<file path="src/rtl/text_buffer.sv">
// 16x16 character-code store for the text overlay: a byte-stream writer with a
// hardware cursor, a self-clearing sequence, and a registered read-first lookup port.
//
// state    | meaning
// ---------+------------------------------------------------------------
// ST_CLEAR | writing CLEAR_CODE at clr_addr_q each cycle, 0..255; busy
// ST_IDLE  | in_ready high; accepted bytes write/move the cursor
module text_buffer #(
    parameter logic [6:0] CLEAR_CODE = 7'h20
) (
    input  logic       clk,
    input  logic       rst,
    input  logic [7:0] char_yx,
    output logic [6:0] char_code,
    input  logic       in_valid,
    input  logic [7:0] in_byte,
    output logic       in_ready,
    output logic [7:0] cursor_yx,
    output logic       busy
);

    typedef enum logic {
        ST_CLEAR = 1'b0,
        ST_IDLE  = 1'b1
    } state_t;

    localparam logic [6:0] CODE_BS = 7'h08;
    localparam logic [6:0] CODE_LF = 7'h0A;
    localparam logic [6:0] CODE_FF = 7'h0C;
    localparam logic [6:0] CODE_CR = 7'h0D;
    localparam logic [6:0] CODE_DEL = 7'h7F;

    state_t     state_q, state_d;
    logic [7:0] clr_addr_q, clr_addr_d;
    logic [7:0] cursor_q, cursor_d;
    logic [6:0] char_code_q;

    logic [6:0] mem [256];
    logic       we;
    logic [7:0] waddr;
    logic [6:0] wdata;

    logic [6:0] code;
    logic       printable;
    logic       unused_in_msb;

    // Bit 7 of the incoming byte carries no meaning here.
    assign code          = in_byte[6:0];
    assign unused_in_msb = in_byte[7];
    assign printable     = (code >= 7'h20) && (code != CODE_DEL);

    always_comb begin
        state_d    = state_q;
        clr_addr_d = clr_addr_q;
        cursor_d   = cursor_q;
        we         = 1'b0;
        waddr      = clr_addr_q;
        wdata      = CLEAR_CODE;

        case (state_q)
            ST_CLEAR: begin
                we         = 1'b1;
                clr_addr_d = clr_addr_q + 8'd1;
                if (clr_addr_q == 8'hFF) begin
                    state_d = ST_IDLE;
                end
            end
            ST_IDLE: begin
                if (in_valid) begin
                    if (printable) begin
                        we       = 1'b1;
                        waddr    = cursor_q;
                        wdata    = code;
                        cursor_d = cursor_q + 8'd1;
                    end else begin
                        case (code)
                            CODE_LF: cursor_d = {cursor_q[7:4] + 4'd1, 4'h0};
                            CODE_CR: cursor_d = {cursor_q[7:4], 4'h0};
                            CODE_BS: begin
                                if (cursor_q != 8'h00) begin
                                    we       = 1'b1;
                                    waddr    = cursor_q - 8'd1;
                                    cursor_d = cursor_q - 8'd1;
                                end
                            end
                            CODE_FF: begin
                                cursor_d   = 8'h00;
                                clr_addr_d = 8'h00;
                                state_d    = ST_CLEAR;
                            end
                            default: ;
                        endcase
                    end
                end
            end
        endcase
    end

    always_ff @(posedge clk or posedge rst) begin
        if (rst) begin
            state_q    <= ST_CLEAR;
            clr_addr_q <= 8'h00;
            cursor_q   <= 8'h00;
        end else begin
            state_q    <= state_d;
            clr_addr_q <= clr_addr_d;
            cursor_q   <= cursor_d;
        end
    end

    // Array storage is left unreset so it maps onto block RAM; the clear
    // sequence provides the defined contents.
    always_ff @(posedge clk) begin
        if (we) begin
            mem[waddr] <= wdata;
        end
    end

    always_ff @(posedge clk or posedge rst) begin
        if (rst) begin
            char_code_q <= 7'h00;
        end else begin
            char_code_q <= mem[char_yx];
        end
    end

    assign char_code = char_code_q;
    assign cursor_yx = cursor_q;
    assign in_ready  = (state_q == ST_IDLE);
    assign busy      = (state_q == ST_CLEAR);

endmodule

</file>
<file path="config.mk">
export PLATFORM = sky130hd
export DESIGN_NAME = text_buffer
export DESIGN_NICKNAME = d
export VERILOG_FILES = /design/src/rtl/text_buffer.sv
export SDC_FILE = /design/constraint.sdc
export NUM_CORES = 2
export LEC_CHECK = 0
export BUFFER_PORTS_ARGS = -buffer_cell sky130_fd_sc_hd__buf_2
export CORE_ASPECT_RATIO = 0.75
export CORE_UTILIZATION = 68
export CTS_CLUSTER_DIAMETER = 50
export DETAILED_ROUTE_END_ITERATION = 16
export HOLD_SLACK_MARGIN = 0.15
export PLACE_DENSITY = 0.88
export RECOVER_POWER = 100
export SETUP_SLACK_MARGIN = 0.2
export SLEW_MARGIN = 20
export SYNTH_ARGS = -nofsm -noshare
export SYNTH_HDL_FRONTEND = slang
export SYNTH_SLANG_ARGS = --single-unit
</file>
<file path="constraint.sdc">
create_clock -name clk -period 21.2 [get_ports clk]
set_clock_uncertainty 0.2 [all_clocks]
set_input_delay 1.06 -clock clk [delete_from_list [all_inputs] [get_ports clk]]
set_output_delay 1.06 -clock clk [all_outputs]
set_load 0.02 [all_outputs]
</file>
### After elaboration in Yosys (flattened, before gate mapping)

Memory sizes are Yosys's and may differ from the RTL's. A register that Yosys moved wholly into a read port is not among the register bits.
Cells that the tools add are included.

* input bits: 19
* bits in writable memories: 1792
* logic and storage cells: 56
* memories kept: 1
* bits in registers: 17

Memory list
* mem: depth 256, width 7, rd ports 1, clocked after memory_dff 1, write ports 1, line 38 `logic [6:0] mem [256];`

* bitwise operators: 1
* reduce and logical (&&, ||, !) cells: 7
* equality and inequality tests: 11
* add/subtract/negate cells: 4
* muxes and demuxes: 27
* order comparisons: 1

Operator list (count)
* 8-bit two-way mux: 10
* 8-bit one-hot mux with 4 select lines: 1
* 7-bit by 4-bit equality test with 1-bit output, second input constant: 4
* 7-bit two-way mux: 3
* 8-bit by 1-bit adder with 8-bit output, second input constant: 2
* 8-bit one-hot mux with 2 select lines: 1
* 1-bit two-way mux: 10
* 8-bit equality test, second input constant: 1
* 8-bit nonzero test: 1
* 8-bit by 1-bit subtractor with 8-bit output, second input constant: 1
* 7-bit by 6-bit >= comparator with 1-bit output, second input constant: 1
* 7-bit != test, second input constant: 1
* 2-bit != test, second input constant: 3
* 5-bit AND reduction: 1
* 5-bit nonzero test: 1
* 4-bit by 1-bit adder with 4-bit output, second input constant: 1
* 1-bit one-hot mux with 2 select lines: 2
* 4-bit AND reduction: 1
* 4-bit nonzero test: 1
* 3-bit != test, second input constant: 1
* 3-bit AND reduction: 1
* 2-bit by 1-bit != test with 1-bit output, second input constant: 1
* 1-bit logical AND: 1
* 1-bit NOT: 1

### Depth between registers and ports, before layout

* depth after elaboration: 8
* depth in mapped cells: 12
* mapped depth without buffers: 8

### Worst setup path before layout

Ideal clock, no wire load.

* path kind: in2reg
* from: in in_byte[3]
* to: mem mem[0][0], data pin
* path slack: 7451 ps
* setup time: 2095 ps
* path buffers: 2
* arrival time: 11454 ps
* stages on the path: 5
* required time: 18905 ps
* cell sequence: and4_1 > clkbuf_1 > a31o_2 > clkbuf_1 > nor3_1

* word-level cells in the longest chain between the ends: 5
* elaborated cells between the ends (all ways): 6
* those cells by class: 1 x order compare; 1 x eq/ne; 3 x mux; 1 x reduce/logical

Ends and longest elaborated chain
* from (decl): line 16 `input logic [7:0] in_byte,`
* 7-bit by 6-bit >= comparator with 1-bit output or 7-bit != test (tied branches): line 50 `assign printable = (code >= 7'h20) && (code != CODE_DEL);`
* 1-bit logical AND (*): line 50
* 7-bit two-way mux (*): line 70 `if (printable) begin`
* 7-bit two-way mux (*): line 69 `if (in_valid) begin`
* 7-bit two-way mux (*): line 60 `case (state_q)`
* named net wdata[0]: line 41 `logic [6:0] wdata;`
* to (decl): line 38

Mark *: on every way through the listed nets, which the timed path passes. The rest lies on a longest branch.

==> flow_summary.toml <==
[setup_path]
critPathArrivalTime_ns = 12.54
worstSetupStartpointType = "input port"
endpoint_kind = "flip-flop"
worstSetupPathType = "in -> reg"
path_max_fanout = 87
cp.required_ns = 21.62

[global_route]
grt_max_degree = 256
overflow = 0
antenna_found_initial = 9
grt_pass1_wl_um = 274000
grt_usage_pct = 35.8
first_global_vias = 40300

[logic_synthesis]
syn-num-nets = 3623
syn_inst = 3597
synth_fa_ha_area_share_pct = 0.121
synth_top_area_share_pct = 74.6
synth_area_leaders = "edfxtp_1 (75%), mux4_2 (12%), mux2i_1 (1.6%)"
seq_area_frac_synth_pct = 75.4
yosys_register_bits = 1816
ys_async_sr_fraction_pct = 1.32
synth_top_area_cell = "edfxtp_1"
synthMuxAreaShare_pct = 14.1
ys_types = 70
synth_edf_count = 1792
synthXorXnorAreaFrac_pct = 0
yosys-top-cells-count = "edfxtp_1 (1,792), mux4_2 (391), clkbuf_1 (172), nor4_1 (160), a22oi_1 (121)"
synth_compound_area_share_pct = 3.80
synthFlopType = "edfxtp_1"
postSynthAreaPerCell_um2 = 20.1
synth-simple-area-share_pct = 4.89
yosys_warnings = 0
synth_top_family_by_area = "multiplexers"
syn_area_um2 = 72100
yosysMostFrequentCell = "edfxtp_1"

[sta]
setup_tns_ns = 0
min_period_ns = 12.11
final_hold_viol_count = 0
maxSlewHeadroom_pct = -425
setup_viol = 0
fin_crit_sh_pct = 57.1
setup_ws_ns = 9.09
drv_slew = 2827
fmax_mhz = 82.6
grt_setup_unrepaired = "false"
worst_slew_pin_slew_ns = 7.87

[layout]
synthToLayoutAreaGrowth_pct = 8.64
post-route-util_pct = 74.5
nNetsFinal = 3737
drive_gt1_share_pct = 18.3

[floorplan]
core_um2 = 105000
io-pin-count = 36
initial_core_util_pct = 68.6
die_area_um2 = 107000
die_h_um = 284
num_rows = 103
chipWidth_um = 378

[detailed_routing]
first_pass_iters = 8
totalWireLength_um = 190000
via_count = 40100
wire_per_inst_um = 36.3
antenna_left = 0
viasPerCell = 7.65
drt_iter0_drc = 7133
drc = 0

[cts]
cts.sinks = 1816
cts_setup_buffers = 0
cts_tree = "built"
clk_latency_ns = 0.80
clk_pin_slew_ns = 0.07
root_buffer = "clkbuf_16"
cts_buffer_depth = 3
cts_made_buffers = 158
htreeDepth = 4

[power]
p_per_area_nw_per_um2 = 96.2
irDropWorstVdd_mv = 0.104
p_leak_nw = 24.0

[placement]
port_buffers = 34
place_congestion = 0.900
dp_hpwl_um = 100000
dpl_worst_slack_ns = 13.88

[worst_hold_path]
hold_class = "reg -> reg"

[job]
drv_cap = 94

[outcome]
violations = "max-capacitance violations, max-slew violations"
outcome = "complete, but fails checks"
[final timing paths]
check	start	to	slack, ns	cells after the start
min in group asynchronous	rst	char_code[5]$_DFF_PP0_	1.28	4
worst max-delay path	char_yx[0]	char_code[5]$_DFF_PP0_	9.09	10
max in group asynchronous	rst	in_ready$_DFF_PP0_	18.43	4
worst min register to register	clr_addr_q[7]$_DFFE_PP0P_	clr_addr_q[7]$_DFFE_PP0P_	0.33	1
worst max register to register	in_ready$_DFF_PP0_	mem[25][6]$_DFFE_PP_	9.11	5
worst min-delay path	clr_addr_q[7]$_DFFE_PP0P_	clr_addr_q[7]$_DFFE_PP0P_	0.33	1
[power breakdown]
| group | internal, mW | leakage, nW | total (mW) | switching [mW] |
|---|---|---|---|---|
| registers | 3.99 | 16.6 | 4.03 | 0.0385 |
| logic | 0.169 | 5.10 | 0.746 | 0.577 |
| clock network | 1.46 | 2.34 | 2.76 | 1.29 |
[critical path, stage by stage]
cell and delay [ns]:
buf_8 0.56, clkbuf_1 2.38, buf_12 0.59, clkbuf_1 2.24
clkbuf_1 3.00, mux4_2 0.77, a22oi_1 0.28, a21boi_0 0.27
nor4_1 1.03, nor4_1 0.12
[cells in the final DEF (no fill, tap or decap), drive strengths merged, types with 51 or more instances in the layout]
cell type / synthesis / routed
a21oi: 62 / 62
a22oi: 121 / 121
buf: 105 / 51
clkbuf: 172 / 379
clkinv: 1 / 64
edfxtp: 1792 / 1792
mux2i: 114 / 114
mux4: 391 / 391
nand2: 57 / 57
nor2: 56 / 56
nor3: 91 / 91
nor4: 221 / 221
[sequential cells by signal, summed over array words and instances (netlist names)]
| register | flops |
|---|---|
| clr_addr_q | 8 |
| in_ready | 1 |
| cursor_yx | 8 |
| mem | 1792 |
| char_code | 7 |
[layer usage]
metal | part of all wire, % | vias up | track usage (%)
met5 | 0.035 | - | 0
met3 | 16 | 688 | 11.2
met1 | 33 | 20000 | 49.1
met4 | 4.5 | 10 | 14.3
li1 | - | 15500 | -
met2 | 47 | 3964 | 54.5
[cell families after synthesis]
logic type / after synthesis
simple gates: 561
compound gates: 402
buf+inv: 287
mux: 524
flops: 1816
fa+ha+maj: 7
[through the flow]
stage	std cells	hold WS, ns	total power [mW]	instance area (um2)
after floorplan	3597	0.289	4.56	72100
after global placement	4963	0.317	4.79	74600
after detailed placement	4963	0.321	4.82	74600
after CTS	5241	0.327	7.51	79400
after global routing	5245	0.337	7.68	78400
final	5247	0.326	7.54	78400
[area by class of cell]
class / instances / area [um2]
diodes: 2 / 5.00
clock buffers: 200 / 4230
clock inverters: 77 / 554
fillers: 5396 / 26800
inverters: 10 / 37.5
multi-input cells: 1494 / 16300
flip-flops and latches: 1816 / 54400
well taps: 1417 / 1770
repair buffers: 231 / 1100
[repair_timing]
action | CTS | global route
endpoints found under the hold margin | 18 | 0
gates resized for setup | 0 | 0
hold buffers | 1 | 0
Note: power is estimated with default switching activity, not from simulation.
